==> config.mk <==
export PLATFORM = sky130hd
export DESIGN_NAME = shift_counter_gen_flat
export DESIGN_NICKNAME = d
export VERILOG_FILES = /design/src/rtl/shift_counter_gen_if.sv /design/src/rtl/shift_counter_gen.sv /design/src/flat_wrapper.sv
export SDC_FILE = /design/constraint.sdc
export NUM_CORES = 1
export LEC_CHECK = 0
export ABC_AREA = 1
export CORE_UTILIZATION = 40
export DETAILED_ROUTE_END_ITERATION = 8
export GPL_TIMING_DRIVEN = 0
export PLACE_DENSITY = 0.75
export RECOVER_POWER = 100
export SLEW_MARGIN = 10
export SYNTH_ARGS = -nofsm -noshare
export SYNTH_HDL_FRONTEND = slang
export SYNTH_SLANG_ARGS = --single-unit
==> constraint.sdc <==
create_clock -name clk -period 1.6 [get_ports clk]
set_input_delay 0.32 -clock clk [delete_from_list [all_inputs] [get_ports clk]]
set_output_delay 0.32 -clock clk [all_outputs]
set_load 0.02 [all_outputs]
==> src/rtl/shift_counter_gen_if.sv <==
// Control and status bundle for shift_counter_gen.
// master drives en/dir/mode/load/load_val; slave returns out/phase/wrap/err.
interface shift_counter_gen_if #(
  parameter int WIDTH = 4
);
  localparam int PW = $clog2(2*WIDTH);

  logic             en;
  logic             dir;
  logic             mode;
  logic             load;
  logic [WIDTH-1:0] load_val;
  logic [WIDTH-1:0] out;
  logic [PW-1:0]    phase;
  logic             wrap;
  logic             err;

  modport master (
    output en, dir, mode, load, load_val,
    input  out, phase, wrap, err
  );

  modport slave (
    input  en, dir, mode, load, load_val,
    output out, phase, wrap, err
  );
endinterface

==> src/rtl/shift_counter_gen.sv <==
// Johnson / one-hot ring shift counter with load, phase decode,
// wrap pulse and illegal-state correction. Ports: clk, reset (sync, low), bus.
module shift_counter_gen #(
  parameter int WIDTH = 4
) (
  input logic clk,
  input logic reset,
  shift_counter_gen_if.slave bus
);
  localparam int PW = $clog2(2*WIDTH);
  localparam logic [WIDTH-1:0] ONES = '1;
  localparam logic [WIDTH-1:0] ONE  = WIDTH'(1);

  logic [WIDTH-1:0] out_q, out_d;
  logic             mode_q, mode_d;
  logic             wrap_q, wrap_d;
  logic             err_q, err_d;
  logic [PW:0]      dec_v;
  logic             cur_ok;
  logic [PW-1:0]    cur_ph;

  function automatic logic [WIDTH-1:0] rst_val(
    input logic m
  );
    return m ? {1'b1, {(WIDTH-1){1'b0}}} : '0;
  endfunction

  // {legal, phase}; phase is zero for illegal states
  function automatic logic [PW:0] dec(
    input logic [WIDTH-1:0] v,
    input logic             m
  );
    logic          ok;
    logic [PW-1:0] ph;
    ok = 1'b0;
    ph = '0;
    if (!m) begin
      for (int k = 0; k <= WIDTH; k++) begin
        if (v == ~(ONES >> k)) begin
          ok = 1'b1;
          ph = PW'(k);
        end
      end
      for (int j = 1; j < WIDTH; j++) begin
        if (v == (ONES >> j)) begin
          ok = 1'b1;
          ph = PW'(WIDTH + j);
        end
      end
    end else begin
      for (int k = 0; k < WIDTH; k++) begin
        if (v == (ONE << (WIDTH-1-k))) begin
          ok = 1'b1;
          ph = PW'(k);
        end
      end
    end
    return {ok, ph};
  endfunction

  function automatic logic [WIDTH-1:0] nxt(
    input logic [WIDTH-1:0] v,
    input logic             m,
    input logic             d
  );
    logic [WIDTH-1:0] r;
    unique case ({m, d})
      2'b00: r = {~v[0], v[WIDTH-1:1]};
      2'b01: r = {v[WIDTH-2:0], ~v[WIDTH-1]};
      2'b10: r = {v[0], v[WIDTH-1:1]};
      default: r = {v[WIDTH-2:0], v[WIDTH-1]};
    endcase
    return r;
  endfunction

  assign dec_v  = dec(out_q, mode_q);
  assign cur_ok = dec_v[PW];
  assign cur_ph = dec_v[PW-1:0];

  always_comb begin
    out_d  = out_q;
    mode_d = mode_q;
    wrap_d = 1'b0;
    err_d  = 1'b0;
    if (bus.mode != mode_q) begin
      out_d  = rst_val(bus.mode);
      mode_d = bus.mode;
    end else if (bus.load) begin
      out_d = bus.load_val;
    end else if (!cur_ok) begin
      out_d = rst_val(mode_q);
      err_d = 1'b1;
    end else if (bus.en) begin
      out_d = nxt(out_q, mode_q, bus.dir);
      if (bus.dir)
        wrap_d = (cur_ph == '0);
      else if (mode_q)
        wrap_d = (cur_ph == PW'(WIDTH-1));
      else
        wrap_d = (cur_ph == PW'(2*WIDTH-1));
    end
  end

  always_ff @(posedge clk) begin
    if (!reset) begin
      out_q  <= rst_val(bus.mode);
      mode_q <= bus.mode;
      wrap_q <= 1'b0;
      err_q  <= 1'b0;
    end else begin
      out_q  <= out_d;
      mode_q <= mode_d;
      wrap_q <= wrap_d;
      err_q  <= err_d;
    end
  end

  assign bus.out   = out_q;
  assign bus.phase = cur_ph;
  assign bus.wrap  = wrap_q;
  assign bus.err   = err_q;
endmodule

==> src/flat_wrapper.sv <==
// flat-port wrapper written by rule: the top's interface ports become plain ports
module shift_counter_gen_flat 
#(
  parameter int WIDTH = 4
)
  (clk, reset, bus_en, bus_dir, bus_mode, bus_load, bus_load_val, bus_out, bus_phase, bus_wrap, bus_err);
  shift_counter_gen_if #(.WIDTH(WIDTH)) bus_i ();
  input logic clk;
  input logic reset;
  input wire logic [$bits(bus_i.en)-1:0] bus_en;
  input wire logic [$bits(bus_i.dir)-1:0] bus_dir;
  input wire logic [$bits(bus_i.mode)-1:0] bus_mode;
  input wire logic [$bits(bus_i.load)-1:0] bus_load;
  input wire logic [$bits(bus_i.load_val)-1:0] bus_load_val;
  output wire logic [$bits(bus_i.out)-1:0] bus_out;
  output wire logic [$bits(bus_i.phase)-1:0] bus_phase;
  output wire logic [$bits(bus_i.wrap)-1:0] bus_wrap;
  output wire logic [$bits(bus_i.err)-1:0] bus_err;
  assign bus_i.en = bus_en;
  assign bus_i.dir = bus_dir;
  assign bus_i.mode = bus_mode;
  assign bus_i.load = bus_load;
  assign bus_i.load_val = bus_load_val;
  assign bus_out = bus_i.out;
  assign bus_phase = bus_i.phase;
  assign bus_wrap = bus_i.wrap;
  assign bus_err = bus_i.err;
  shift_counter_gen #(.WIDTH(WIDTH)) u_core (.clk(clk), .reset(reset), .bus(bus_i));
endmodule
==> run_results.csv, run 1 <==
group,metric,value,unit
drt,routedWlPerCell,13.3,µm
synth,synth.mux.area_fraction,0,%
sta,rsz0062_at_grt,"yes",
final_layout,area_growth,80.9,%
sta,fmaxAchievable,0.558,GHz
global_routing,grt_max_degree,10,
setup_path,required,1280,ps
synth,synth_compound_area_share,13.8,%
final_layout,n_fill_cell,98,
clock_network,root_buffer,"clkbuf_4",
sta,slew_headroom,79.3,%
sta,drv_slew,0,
die,io_pins,19,
place,dp_hpwl,1.17,mm
drt,vias,778,
global_routing,antenna_found_initial,0,
min_path,min_path_type,"in2reg",
synth,syn_nets,104,
synth,synth_top_area_share,25.4,%
place,gp_congestion,0.727,
power_and_ir_drop,power_density,786,mW/mm²
sta,timing.hold.ws,716,ps
place,portBuffers,18,
final_layout,final_nets,146,
run_status,status,"complete, but fails checks",
power_and_ir_drop,switching_power,314,µW
place,pre_cts_ws,-483,ps
setup_path,cp-end-kind,"output port",
global_routing,grt_usage,24.1,%
die,die-area,0.00163,mm²
sta,tns,-1550,ps
drt,wirelength,2.00,mm
power_and_ir_drop,pwr-share-clk,19.1,%
power_and_ir_drop,p_seq_share,26.8,%
sta,tightest_slew,309,ps
synth,synth_fa_ha_area_share,0,%
global_routing,grt_pass1_wl,2.58,mm
clock_network,h-tree-depth,1,
power_and_ir_drop,total_power,840,µW
die,core,0.00133,mm²
sta,fin_crit,1790,ps
synth,yosysSeqAreaShare,32.2,%
synth,syn_inst,94,
synth,synth_top_area_cell,"edfxtp_1",
power_and_ir_drop,p_leak,0.000521,µW
clock_network,insertion_delay,250,ps
synth,synth_top_family_by_area,"simple AND/OR/NAND/NOR gates",
synth,ys_warn_count,0,
power_and_ir_drop,sw_frac_of_total,37.4,%
synth,syn_area_per_cell,6.28,µm²
clock_network,cts_tree,"built",
clock_network,ctsHoldBuffers,0,
drt,drtIter0Drc,19,
drt,vias_per_cell,5.19,
power_and_ir_drop,p_int,526,µW
setup_path,cp_common_cell,"buf_6",
clock_network,cts_sinks,7,
die,rows,13,
power_and_ir_drop,ir_worst_vdd,625,µV
synth,ys_ff_latch,7,
synth,yosys.cell_types.count,17,
synth,yosys.area_share.simple,45.1,%
synth,synth_area,591,µm²
setup_path,start_kind,"register",
setup_path,critPathKind,"reg2out",
sta,setup_violations,11,
synth,synthTopCellsByArea,"edfxtp_1, nand2_1, nand3_1, inv_1, dfxtp_1",
die,initial_core_util,44.3,%
final_layout,fin_util,80.1,%
clock_network,clk_pin_slew,50,ps
synth,synth_xor_area_share,0,%
sta,finClkSkew,1.56,ps
drt,ant_nets,0,
global_routing,grt_pass1_vias,649,
sta,fin_crit_sh,112,%
flow_run,maxCapViolations,0,
final_layout,layout-drive-gt1-share,40.7,%
final_layout,antenna_cells,0,
clock_network,clockBufferDepth,2,
power_and_ir_drop,pwr-share-comb,54.1,%
drt,drc,0,
drt,dr.pass1.iters,4,
global_routing,grt_overflow_total,0,
run_status,violations,"negative setup slack",
final_layout,layout_commonest_cell,"nand2_1",
sta,hold_violations,0,
die,die_h,40.4,µm
setup_path,cp_slowest_stage_delay,420,ps
die,die_w,40.4,µm
setup_path,crit_chain,"buf_6 -> nor2_4 -> buf_6 -> nor2_2 -> nand2_2 -> buf_4 -> nand2_2 -> buf_6",
clock_network,numCtsBuffers,3,
setup_path,crit_fanout,3,
setup_path,arrival,1470,ps
sta,final.setup.worst_slack,-193,ps
setup_path,cp_slowest_cell,"edfxtp_1",
final_layout,mostFrequentLayoutCells,"nand2_1, buf_4, clkdlybuf4s50_1, nand2_2, nor2_1",
==> cells in the mapped netlist <==
cell       n
a21oi_1    4
dfxtp_1    2
edfxtp_1   5
inv_1     11
inv_2      3
nand2_1   26
nand2_2    5
nand2_4    1
nand3_1   12
nor2_1    10
nor2_2     2
nor2_4     1
nor3_1     1
o211ai_1   1
o21ai_0    8
o21ai_1    1
o221ai_1   1
==> path summary, 6_finish.rpt <==
kind,startpoint,endpoint,slack (ps),depth (start not counted)
max,u_core.bus.out[0]$_SDFFCE_PP0P_,bus_phase[1],-190,8
min,bus_mode,u_core.mode_q$_DFFE_PP_,720,1
max reg2reg,u_core.bus.out[0]$_SDFFCE_PP0P_,u_core.bus.out[3]$_DFFE_PP_,-170,14
min reg2reg,u_core.bus.out[2]$_SDFFCE_PP0P_,u_core.bus.out[1]$_SDFFCE_PP0P_,850,3
==> repair_timing <==
item	4_1_cts	5_1_grt
buffers inserted	13	6
pin swaps	8	14
setup endpoints to repair	13	12
gates resized for setup	32	20
==> critical path: cells and delay by family, from the launching register on <==
family	cells	cell delay, ps
DFF	1	420
buffers and inverters	4	500
and+or+nand+nor	4	290
==> kinds of logic (layout without fill, tap and decap cells) <==
kind of cell / after synthesis / after routing
AND/OR/NAND/NOR: 58 / 58
AO/OA/AOI/OAI: 15 / 15
buffers and inverters: 14 / 55
flip-flops: 7 / 7
==> final cells by class <==
cell class / count / area (µm²) / area share (%)
Inverter: 14 / 52.6 / 4.92
Tap cell: 15 / 18.8 / 1.76
Sequential cell: 7 / 190 / 17.8
Clock buffer: 4 / 26.3 / 2.46
Multi-Input combinational cell: 73 / 430 / 40.3
Timing Repair Buffer: 37 / 350 / 32.8
==> sequential cells by signal, indices dropped and copies added (netlist names) <==
| name | count |
|---|---|
| u_core.mode_q | 1 |
| u_core.bus.wrap | 1 |
| u_core.bus.err | 1 |
| u_core.bus.out | 4 |
==> routing by layer <==
metal / up-vias / global-route usage, % / share of wire [%]
li1: 391 / - / -
met1: 355 / 24.0 / 42
met2: 26 / 46.8 / 53
met3: 6 / 2.22 / 3.5
met4: 0 / 14.2 / 1.6
met5: - / 0 / 0
==> stage by stage <==
stage	cells	cell area, µm²
3_5_place_dp	127	793
2_1_floorplan	94	594
6_report	150	1070
3_3_place_gp	127	793
5_1_grt	150	1070
4_1_cts	144	958
==> power groups by stage <==
stage	Clock, µW	Combinational, µW	Sequential, µW
3_3_place_gp	0	264	240
6_report	161	454	225
5_1_grt	161	486	226
4_1_cts	159	357	224
2_1_floorplan	0	156	251
3_5_place_dp	0	269	241
Note: power is estimated with default switching activity, not from simulation.
==> run 2: changes to the inputs <==
--- a/config.mk
+++ b/config.mk
@@ -9,6 +9,7 @@
 export CORE_UTILIZATION = 40
 export DETAILED_ROUTE_END_ITERATION = 8
 export GPL_TIMING_DRIVEN = 0
+export HOLD_SLACK_MARGIN = 0.02
 export PLACE_DENSITY = 0.75
 export RECOVER_POWER = 100
 export SLEW_MARGIN = 10
==> results of run 2 <==
Same layout as run 1: the final DEF is identical, and so are final timing and power.
==> run 3: changes to the inputs <==
--- a/config.mk
+++ b/config.mk
@@ -10,6 +10,7 @@
 export DETAILED_ROUTE_END_ITERATION = 8
 export GPL_TIMING_DRIVEN = 0
 export HOLD_SLACK_MARGIN = 0.02
+export MAX_ROUTING_LAYER = met4
 export PLACE_DENSITY = 0.75
 export RECOVER_POWER = 100
 export SLEW_MARGIN = 10
==> constraint.sdc (replaced) <==
create_clock -name clk -period 1.6 [get_ports clk]
set_input_delay 0.16 -clock clk [delete_from_list [all_inputs] [get_ports clk]]
set_output_delay 0.16 -clock clk [all_outputs]
set_load 0.02 [all_outputs]
==> run 3 against run 2 <==
Worst setup slack improved by 130 ps. Largest power group unchanged. The flow still finishes with violations (negative setup slack). Fmax rose by 7.8%. Critical path depth fell by 1. Clock power barely moved. Die area did not move. Clock skew barely moved. Worst hold slack got worse by 120 ps.
==> run_results.csv, run 3 (synthesized netlist as in run 1, its figures left out) <==
group,metric,value,unit
die,initial_core_util,44.3,%
power_and_ir_drop,sw_frac_of_total,37.1,%
run_status,violations,"negative setup slack",
power_and_ir_drop,ir_worst_vdd,596,µV
min_path,min_path_type,"in2reg",
power_and_ir_drop,pwr-share-clk,20.9,%
setup_path,cp_slowest_cell,"edfxtp_1",
place,pre_cts_ws,-323,ps
global_routing,grt_usage,24.2,%
global_routing,antenna_found_initial,0,
die,rows,13,
clock_network,clk_pin_slew,50,ps
clock_network,h-tree-depth,1,
min_path,whs_endpoint,"u_core.bus.wrap$_SDFF_PP0_",
clock_network,cts_tree,"built",
clock_network,insertion_delay,250,ps
setup_path,r2r_slack,-50,ps
sta,hold_violations,0,
sta,setup_violations,4,
power_and_ir_drop,p_int,479,µW
setup_path,r2r_end,"u_core.bus.out[3]$_DFFE_PP_",
power_and_ir_drop,p_leak,0.000477,µW
power_and_ir_drop,total_power,761,µW
clock_network,clockBufferDepth,2,
setup_path,arrival,1500,ps
setup_path,required,1440,ps
final_layout,mostFrequentLayoutCells,"nand2_1, clkdlybuf4s50_1, inv_1, buf_4, nand3_1",
power_and_ir_drop,p_seq_share,29.6,%
clock_network,root_buffer,"clkbuf_4",
sta,fin_crit_sh,104,%
sta,slew_headroom,83.4,%
flow_run,maxCapViolations,0,
drt,vias,747,
global_routing,grt_max_degree,9,
drt,routedWlPerCell,12.6,µm
sta,tns,-206,ps
setup_path,cp_slowest_stage_delay,410,ps
sta,final.setup.worst_slack,-62.5,ps
sta,tightest_slew,250,ps
drt,vias_per_cell,5.12,
die,die-area,0.00163,mm²
die,core,0.00133,mm²
final_layout,largest_reg_flops,4,
power_and_ir_drop,pwr-share-comb,49.5,%
place,portBuffers,18,
global_routing,grt_pass1_wl,2.54,mm
setup_path,start_kind,"register",
drt,drtIter0Drc,20,
setup_path,r2r-start,"u_core.bus.out[2]$_SDFFCE_PP0P_",
power_and_ir_drop,power_density,779,mW/mm²
final_layout,layout_commonest_cell,"nand2_1",
global_routing,grt_overflow_total,0,
clock_network,cts_sinks,7,
power_and_ir_drop,switching_power,282,µW
setup_path,reg2reg_depth,13,
sta,finClkSkew,1.98,ps
run_status,status,"complete, but fails checks",
final_layout,layout-drive-gt1-share,31.3,%
final_layout,area_growth,65.5,%
die,io_pins,19,
die,die_h,40.4,µm
place,dp_hpwl,1.17,mm
sta,fmaxAchievable,0.601,GHz
die,die_w,40.4,µm
sta,drv_slew,0,
drt,ant_nets,0,
final_layout,final_nets,142,
setup_path,critPathKind,"reg2out",
drt,dr.pass1.iters,4,
setup_path,crit_fanout,3,
setup_path,cp-end-kind,"output port",
clock_network,numCtsBuffers,3,
sta,fin_crit,1660,ps
global_routing,grt_pass1_vias,653,
min_path,holdPathStages,5,
drt,wirelength,1.83,mm
final_layout,antenna_cells,0,
setup_path,crit_chain,"buf_6 -> nor2_4 -> nand3_1 -> o211ai_1 -> nand3_1 -> nand3_2 -> buf_6",
place,gp_congestion,0.735,
sta,rsz0062_at_grt,"yes",
drt,drc,0,
min_path,min_from,"bus_en",
[run 3: cell types whose count changed in the layout (fill, tap and decap cells not counted), moves of 2 or more]
cell	previous run	this run
inv_2	6	2
inv_1	8	11
dlygate4sd2_1	4	0
dlygate4sd3_1	0	3
nand2_4	3	1
nand2_2	10	7
buf_6	8	6
nand2_1	19	24
nand3_1	7	9
o21ai_0	6	8
[run 3: stage by stage]
| step | std cells | hold WS (ps) | instance area (µm²) | util (%) |
|---|---|---|---|---|
| finish | 146 | 599 | 977 | 73.3 |
| global route | 146 | 642 | 977 | 73.3 |
| CTS | 143 | 559 | 920 | 68.9 |
| detailed placement | 127 | 814 | 793 | 59.5 |
| global placement | 127 | 790 | 793 | 59.5 |
| floorplan | 94 | 238 | 594 | - |
[run 3: power by group through the flow]
stage | Combinational, µW | Sequential [µW] | Clock [µW]
floorplan | 156 | 251 | 0
global placement | 264 | 240 | 0
detailed placement | 269 | 241 | 0
CTS | 333 | 225 | 159
global route | 407 | 226 | 161
finish | 376 | 225 | 159
[run 3: worst max-delay path by stage]
stage | startpoint | endpoint | slack, ps | depth (start not counted)
finish | u_core.bus.out[1]$_SDFFCE_PP0P_ | bus_phase[0] | -60 | 7
detailed placement | u_core.bus.out[1]$_SDFFCE_PP0P_ | bus_phase[0] | -320 | 6
CTS | u_core.bus.out[3]$_DFFE_PP_ | bus_phase[0] | -80 | 8
global route | u_core.bus.out[2]$_SDFFCE_PP0P_ | u_core.bus.out[3]$_DFFE_PP_ | -130 | 13
global placement | u_core.bus.out[1]$_SDFFCE_PP0P_ | bus_phase[0] | -290 | 6
floorplan | u_core.bus.out[1]$_SDFFCE_PP0P_ | u_core.bus.out[3]$_DFFE_PP_ | 4 | 12
[run 3: cell type report]
cell class	count	area [µm²]
flip-flops and latches	7	190
well taps	15	18.8
fillers	106	357
inverters	14	55.1
repair buffers	33	305
clock buffers	4	26.3
multi-input cells	73	382
[run 3: what timing repair did]
item / in CTS / in global routing
hold buffers: 0 / 0
pin swaps: 5 / 6
setup buffers: 12 / 3
endpoints found under the setup margin: 9 / 11
resized for setup: 19 / 10
[run 3: critical path, delay by kind of cell (launching register included)]
| family | cells | cell delay, ps |
|---|---|---|
| compound gates | 1 | 110 |
| buf+inv | 2 | 260 |
| flops | 1 | 410 |
| simple gates | 4 | 460 |
[run 3: per-layer routing]
| layer | global-route usage [%] | wire (µm) | vias up |
|---|---|---|---|
| li1 | - | - | 384 |
| met1 | 23.0 | 764 | 338 |
| met2 | 48.4 | 997 | 20 |
| met3 | 1.67 | 46 | 5 |
| met4 | 10.0 | 24 | 0 |
| met5 | - | 0 | - |
